--- src/rtl/rf_wb_arbiter.sv ---
// -----------------------------------------------------------------------------
// rf_wb_arbiter
//
// This block arbitrates and sequences writes into a register file that has a
// single write port. Two writeback requesters feed it: requester 0 is execute
// and requester 1 is memory. Each requester hands its write over through a
// valid/ready handshake into its own one-entry holding slot. Every cycle the
// block picks one held write, oldest first, and registers it onto the
// wen/addr/data write port.
//
// Parameters
//   addr_width_p : register address width (2**addr_width_p registers)
//   W1           : data word width
//
// Ports
//   clk            : clock, all state updates on posedge
//   reset_n        : asynchronous active-low reset
//   req_valid_i    : per-requester write request valid
//   req_addr_i     : per-requester address, requester r at [r*addr_width_p +: addr_width_p]
//   req_data_i     : per-requester data, requester r at [r*W1 +: W1]
//   req_ready_o    : per-requester ready; a transfer happens on valid&ready at posedge
//   wen_o          : register file write enable (registered)
//   waddr_o        : register file write address (registered)
//   wdata_o        : register file write data (registered)
//   busy_o         : high while any slot is full or wen_o is high
//
// Optional build macro RF_WB_BYPASS_EN adds a forwarding lookup port:
//   lookup_addr_i  : address to search for in the in-flight writes
//   hit_o          : the lookup matched a full slot or the live output register
//   hit_data_o     : the youngest matching data, or 0 when there is no hit
// -----------------------------------------------------------------------------
module rf_wb_arbiter #(
    parameter int addr_width_p = 6,
    parameter int W1           = 32
) (
    input  logic                      clk,
    input  logic                      reset_n,
    input  logic [1:0]                req_valid_i,
    input  logic [2*addr_width_p-1:0] req_addr_i,
    input  logic [2*W1-1:0]           req_data_i,
    output logic [1:0]                req_ready_o,
    output logic                      wen_o,
    output logic [addr_width_p-1:0]   waddr_o,
    output logic [W1-1:0]             wdata_o,
    output logic                      busy_o
`ifdef RF_WB_BYPASS_EN
    ,
    input  logic [addr_width_p-1:0]   lookup_addr_i,
    output logic                      hit_o,
    output logic [W1-1:0]             hit_data_o
`endif
);

    // Holding slots
    logic [1:0]              full_q, full_d;
    logic [1:0]              old_q, old_d;
    logic [addr_width_p-1:0] addr_q [2];
    logic [addr_width_p-1:0] addr_d [2];
    logic [W1-1:0]           data_q [2];
    logic [W1-1:0]           data_d [2];

    // Round-robin tie breaker: the index of the requester that wins the next tie
    logic                    ptr_q, ptr_d;

    // Registered write port
    logic                    wen_q, wen_d;
    logic [addr_width_p-1:0] waddr_q, waddr_d;
    logic [W1-1:0]           wdata_q, wdata_d;

    logic [1:0]              grant;
    logic                    tie;
    logic [1:0]              load;

    // -------------------------------------------------------------------------
    // Arbitration. When both slots are full and their ages differ, the older
    // slot wins. When both are full and equally old, the pointer decides.
    // -------------------------------------------------------------------------
    always_comb begin
        // NOTE: every signal assigned in an always_comb gets a default first,
        // so there is no path that keeps an old value and infers a latch.
        grant = 2'b00;
        tie   = 1'b0;
        case (full_q)
            2'b01: grant = 2'b01;
            2'b10: grant = 2'b10;
            2'b11: begin
                if (old_q[0] != old_q[1]) begin
                    grant = old_q;
                end else begin
                    tie   = 1'b1;
                    grant = ptr_q ? 2'b10 : 2'b01;
                end
            end
            default: grant = 2'b00;
        endcase
    end

    // A slot can accept a new write when it is empty, or when it drains at
    // this same edge. Ready does not depend on req_valid_i.
    assign req_ready_o = ~full_q | grant;
    assign load        = req_valid_i & req_ready_o;

    // -------------------------------------------------------------------------
    // Next state for the slots, the age bits, the pointer and the output stage
    // -------------------------------------------------------------------------
    always_comb begin
        full_d  = full_q;
        old_d   = 2'b00;
        addr_d  = addr_q;
        data_d  = data_q;
        ptr_d   = ptr_q;
        wen_d   = 1'b0;
        waddr_d = waddr_q;
        wdata_d = wdata_q;

        for (int r = 0; r < 2; r++) begin
            full_d[r] = load[r] | (full_q[r] & ~grant[r]);
            // Address and data are only captured on a real transfer, so
            // anything on the buses while valid is low never reaches state.
            if (load[r]) begin
                addr_d[r] = req_addr_i[r*addr_width_p +: addr_width_p];
                data_d[r] = req_data_i[r*W1 +: W1];
            end
        end

        // The age bit is set only on a slot that stays full while the other
        // slot loads. A freshly loaded slot is never the older one. When both
        // slots load at once, both bits clear and the pointer breaks the tie.
        for (int r = 0; r < 2; r++) begin
            if (load[r]) begin
                old_d[r] = 1'b0;
            end else if (full_d[r] && load[1-r]) begin
                old_d[r] = 1'b1;
            end else if (full_d[r] && full_d[1-r]) begin
                old_d[r] = old_q[r];
            end else begin
                old_d[r] = 1'b0;
            end
        end

        // On a tie the pointer moves to the requester that lost.
        if (tie) begin
            ptr_d = grant[0];
        end

        if (grant[1]) begin
            wen_d   = 1'b1;
            waddr_d = addr_q[1];
            wdata_d = data_q[1];
        end else if (grant[0]) begin
            wen_d   = 1'b1;
            waddr_d = addr_q[0];
            wdata_d = data_q[0];
        end
    end

    // -------------------------------------------------------------------------
    // State registers
    // -------------------------------------------------------------------------
    always_ff @(posedge clk or negedge reset_n) begin
        if (!reset_n) begin
            full_q  <= 2'b00;
            old_q   <= 2'b00;
            ptr_q   <= 1'b0;
            wen_q   <= 1'b0;
            waddr_q <= '0;
            wdata_q <= '0;
            // NOTE: the slot storage is cleared on reset as well, so a slot
            // can never present stale contents after reset is released.
            for (int r = 0; r < 2; r++) begin
                addr_q[r] <= '0;
                data_q[r] <= '0;
            end
        end else begin
            // NOTE: state updates use non-blocking assignments, so every flop
            // samples the values from before the edge and the order of these
            // statements does not matter.
            full_q  <= full_d;
            old_q   <= old_d;
            ptr_q   <= ptr_d;
            wen_q   <= wen_d;
            waddr_q <= waddr_d;
            wdata_q <= wdata_d;
            addr_q  <= addr_d;
            data_q  <= data_d;
        end
    end

    assign wen_o   = wen_q;
    assign waddr_o = waddr_q;
    assign wdata_o = wdata_q;
    assign busy_o  = (|full_q) | wen_q;

`ifdef RF_WB_BYPASS_EN
    // -------------------------------------------------------------------------
    // Forwarding lookup. The youngest data wins: a non-old full slot first,
    // then an old full slot, then the live output register. The sources are
    // checked from lowest to highest priority, and each later match
    // overwrites the earlier one. When both slots are equally young, slot 0
    // is checked last and so wins.
    // -------------------------------------------------------------------------
    always_comb begin
        hit_o      = 1'b0;
        hit_data_o = '0;
        if (wen_q && (waddr_q == lookup_addr_i)) begin
            hit_o      = 1'b1;
            hit_data_o = wdata_q;
        end
        for (int r = 1; r >= 0; r--) begin
            if (full_q[r] && old_q[r] && (addr_q[r] == lookup_addr_i)) begin
                hit_o      = 1'b1;
                hit_data_o = data_q[r];
            end
        end
        for (int r = 1; r >= 0; r--) begin
            if (full_q[r] && !old_q[r] && (addr_q[r] == lookup_addr_i)) begin
                hit_o      = 1'b1;
                hit_data_o = data_q[r];
            end
        end
    end
`endif

endmodule

--- config.mk ---
export PLATFORM = sky130hd
export DESIGN_NAME = rf_wb_arbiter
export DESIGN_NICKNAME = d
export VERILOG_FILES = /design/src/rtl/rf_wb_arbiter.sv
export SDC_FILE = /design/constraint.sdc
export NUM_CORES = 1
export LEC_CHECK = 0
export ABC_AREA = 1
export ABC_CLOCK_PERIOD_IN_PS = 1340
export CORE_ASPECT_RATIO = 0.75
export CORE_MARGIN = 3
export CORE_UTILIZATION = 45
export DETAILED_ROUTE_END_ITERATION = 12
export PLACE_DENSITY = 0.77
export REMOVE_ABC_BUFFERS = 1
export SYNTH_ARGS = -nofsm -noshare
export SYNTH_HDL_FRONTEND = slang
export SYNTH_SLANG_ARGS = --single-unit
--- constraint.sdc ---
create_clock -name clk -period 1.34 [get_ports clk]
set_input_delay 0.268 -clock clk [delete_from_list [all_inputs] [get_ports clk]]
set_output_delay 0.268 -clock clk [all_outputs]
set_load 0.02 [all_outputs]
* Yosys cells after proc, flatten, opt, wreduce, memory -nomap -nowiden
Cells that the tools add are included.
Word-level totals: output and inout bits 42, bits of input ports 80, register bits after elaboration 120, logic and storage cells 48
Operators by class: reductions and logical operators 5, equal/unequal tests 6, bitwise gates (word level) 10, mux-type cells 16
Operators by type and width (number):
- 32-bit 2-to-1 mux | 2
- 6-bit 2-to-1 mux | 2
- 1-bit 2-to-1 mux | 9
- 2-bit one-hot mux with 3 select lines | 1
- 2-bit == test, second input constant | 2
- 2-bit 2-to-1 mux | 2
- 1-bit logical AND | 3
- 3-bit by 2-bit inequality test with 1-bit output, second input constant | 1
- 3-bit inequality test, second input constant | 1
- 1-bit OR | 3
- 1-bit bitwise AND | 2
- 2-bit bitwise AND | 1
- 2-bit by 1-bit == test with 1-bit output, second input constant | 1
- 1-bit NOT | 2
- 2-bit NOT | 1
- 2-bit OR | 1
- 2-bit nonzero test | 1
- 2-bit OR reduction | 1
- 1-bit inequality test | 1

* Longest topological paths before layout
depth after elaboration 10, mapped depth 10

* Least setup slack after synthesis
No wires, ideal clock.
path type flip-flop to output port, start point register full_q[1], end point output busy_o, path slack -0.192 ns, data required time 1.072 ns, stages on the path, launching flop included 6, arrival time 1.264 ns, cells stage by stage dfrtp_1 -> buf_2 -> nor2_1 -> inv_1 -> clkbuf_1 -> or2_2
On the way: word-level cells in the longest chain between the ends 2
RTL lines:
- from (decl) | RTL line 55 | logic [1:0] full_q, full_d;
- from (signal assigned) | RTL line 178 | full_q <= full_d;
- 2-bit OR reduction | RTL line 192 | assign busy_o = (|full_q) | wen_q;
- 1-bit OR | RTL line 192
- to (decl) | RTL line 45 | output logic busy_o
No other way between the ends.

* Worst setup path after layout
start point register old_q[0], end point register data_q[31] in the netlist's numbering
On the way: word-level cells in the longest chain between the ends 5
RTL lines:
- from (decl) | RTL line 56 | logic [1:0] old_q, old_d;
- from (signal assigned) | RTL line 179 | old_q <= old_d;
- 1-bit inequality test | RTL line 87 | if (old_q[0] != old_q[1]) begin
- 2-bit 2-to-1 mux | RTL line 87
- 2-bit one-hot mux with 3 select lines | RTL line 83 | case (full_q)
- 2-bit OR | RTL line 100 | assign req_ready_o = ~full_q | grant;
- 2-bit bitwise AND | RTL line 101 | assign load = req_valid_i & req_ready_o;
- to (signal assigned) | RTL line 185 | data_q <= data_d;
- to (decl) | RTL line 59 | logic [W1-1:0] data_q [2];
No other way between the ends. A chain may end at the register's enable or synchronous reset.

==> flow_metrics.env <==
export IMPL_fin_crit_ns=1.81
export IMPL_synth_seq_cells=120
export IMPL_layout_nets=842
export IMPL_finish_instance_area_um2=9200
export IMPL_insertion_delay_ns=0.43
export IMPL_rows=32
export IMPL_power_density_nw_per_um2=2440
export IMPL_ant_nets=0
export IMPL_top_signal_layer_used="met4"
export IMPL_area_delta_synth_final_pct=83.6
export IMPL_status="finished with violations"
export IMPL_async_reset_ff_frac=1.00
export IMPL_worstPathArrival_ns=2.12
export IMPL_setup_tns_final_ns=-42.83
export IMPL_fillers=435
export IMPL_antenna_found_initial=0
export IMPL_synth_cells=583
export IMPL_hold_violations=0
export IMPL_max_cap_violations=0
export IMPL_finalSetupViolations=122
export IMPL_fp_dieW_um=128
export IMPL_hpwl_um=9770
export IMPL_critPathKind="flip-flop to flip-flop"
export IMPL_via_per_inst=6.47
export IMPL_fmax_mhz=551
export IMPL_drive_gt1_frac=0.524
export IMPL_layout_setup_ws_ns=-0.474
export IMPL_slew_viol_final=0
export IMPL_start_util=0.474
export IMPL_htree_levels=4
export IMPL_critPathTopFamily="buffers and inverters"
export IMPL_place_area_um2=6480
export IMPL_drc=0
export IMPL_place_ws_ns=-0.416
export IMPL_required_ns=1.65
export IMPL_place_congestion=0.836
export IMPL_cts_tree="yes"
export IMPL_critPathBufInv=5
export IMPL_num_antenna_cells=0
export IMPL_netlist_area_um2=5010
export IMPL_drtIter0Drc=800
export IMPL_clk_pin_slew_ns=0.06
export IMPL_grt_max_degree=56
export IMPL_yosysUniqueCellTypes=16
export IMPL_rsz0062_at_grt="true"
export IMPL_yosys_warnings=0
export IMPL_synth_top_area_share=0.599
export IMPL_grt_use_total=0.351
export IMPL_port_buffer_count=121
export IMPL_wirelength_um=26600
export IMPL_dp_cells=831
export IMPL_grt_pass1_vias=5672
export IMPL_clk_path_buf_depth=2
export IMPL_ir_drop_uv=1290
export IMPL_violations="negative setup slack"
export IMPL_hold_path_class="primary input to async pin"
export IMPL_boundaryPins=122
export IMPL_slowest_delay_ns=0.41
export IMPL_cts_root_buffer="clkbuf_16"
export IMPL_core_um2=10600
export IMPL_synthFlopType="dfrtp_1"
export IMPL_tightest_slew_ns=0.544
export IMPL_grt_ovfl_total=0
export IMPL_die_area_um2=12500
export IMPL_grt_pass1_wl_um=32400
export IMPL_start_kind="flip-flop"
export IMPL_instances_no_fill=911
export IMPL_final_common_cell="dfrtp_1"
export IMPL_dr_total_vias=5891
export IMPL_dr_wl_met2_um=11700
export IMPL_slew_headroom=0.637
export IMPL_p_leak_nw=4.69
export IMPL_cts_sinks=120
export IMPL_synth_top_cells_by_area="dfrtp_1 60%, nand2_1 18%, nand3_1 15%"
export IMPL_final_util=0.871
export IMPL_synth_edf_count=0
export IMPL_final_cell_mix="118 x dfrtp_1, 94 x nand2_1, 84 x nand3_2, 76 x clkdlybuf4s50_1, 75 x nand2_2"
export IMPL_route_met3_wl_um=3310
export IMPL_finalHoldWorstSlack_ns=0.277
export IMPL_period_share=1.35
export IMPL_cts_buffers=17
export IMPL_critPathCaptureType="flip-flop"
export IMPL_cp_common_cell="buf_12"
export IMPL_synth_top_area_cell="dfrtp_1"
export IMPL_path_cells="inv_2 -> a21oi_4 -> nand3_4 -> buf_12 -> buf_12 -> buf_12 -> buf_8 -> nand3_2 -> nand2_1"
export IMPL_synth_area_per_cell_um2=8.60
export IMPL_ys_seq_area_frac=0.599
export IMPL_path_max_fanout=5
export IMPL_power_mw=22.4
export IMPL_first_pass_iters=6
export IMPL_post_drt_wl_per_cell_um=29.3
export IMPL_m1WireLength_um=9070
export IMPL_dieHeight_um=97.4
export IMPL_cp_slowest_cell="dfrtp_2"
export IMPL_fin_skew_ns=0.00995
-- synth_stat cells (2+ instances only) --
master / count
buf_4: 5
buf_2: 14
dfrtp_1: 120
or2_2: 2
inv_1: 20
nand3_1: 154
nand2_1: 240
clkbuf_1: 19
buf_6: 2
-- registers in the layout (all words and copies together), names as in the netlist --
name / flops
ptr_q: 1
wen_o: 1
waddr_o: 6
addr_q: 12
full_q: 2
data_q: 64
wdata_o: 32
old_q: 2
-- metal layers --
metal / vias up / track usage
li1: 2244 / -
met1: 2822 / 0.437
met2: 613 / 0.530
met3: 212 / 0.124
met4: 0 / 0.202
met5: - / 0
-- cells by family (layout without fill, tap and decap cells) --
logic type | count (synthesis) | in the layout | share of synthesized area
DFF | 120 | 120 | 0.599
buffers and inverters | 61 | 253 | 0.0559
xor gates and xnor gates | 1 | 1 | 0.00175
and+or+nand+nor | 400 | 400 | 0.341
AOI/OAI and AO/OA | 1 | 1 | 0.00175
-- report_power, final --
group / switching (mW) / internal [mW] / total (mW)
Clock: 1.80 / 3.60 / 5.40
Sequential: 1.53 / 5.02 / 6.55
Combinational: 5.98 / 4.50 / 10.5
Total: 9.31 / 13.1 / 22.4
-- path summary, 6_finish.rpt --
kind	startpoint	to	slack (ns)	cells past startpoint
max in group asynchronous	reset_n	data_q[53]	0.46	3
setup reg to reg	old_q[0]	data_q[31]	-0.47	9
hold reg to reg	data_q[53]	data_q[53]	0.49	2
setup / recovery	old_q[0]	data_q[31]	-0.47	9
min in group clk	req_valid_i[0]	data_q[52]	0.28	3
hold / removal	reset_n	addr_q[9]	0.28	2
-- worst reg2reg max path, delay by kind of cell, from the launching register on --
kind                   cells  cell delay (ns)
and+or+nand+nor            3             0.35
AOI/OAI and AO/OA          1             0.25
DFF                        1             0.41
buffers and inverters      5             0.67
-- layout make-up --
| type | count | area (um^2) | area share |
|---|---|---|---|
| clock buffer | 25 | 515 | 0.0560 |
| clock inverter | 7 | 160 | 0.0174 |
| inverter | 20 | 90.1 | 0.00979 |
| multi-input combinational | 402 | 3020 | 0.328 |
| sequential | 120 | 3010 | 0.327 |
| tap | 136 | 170 | 0.0185 |
| timing repair buffer | 201 | 2250 | 0.244 |
-- what timing repair did --
action / in CTS / in global routing
cloned: 16 / 6
pin swaps: 45 / 41
buffers inserted: 28 / 9
setup endpoints to repair: 159 / 150
endpoints found under the hold margin: 15 / 0
gates resized for setup: 331 / 262
hold buffers: 1 / 0
No activity file was read; power rests on OpenSTA's default activity.
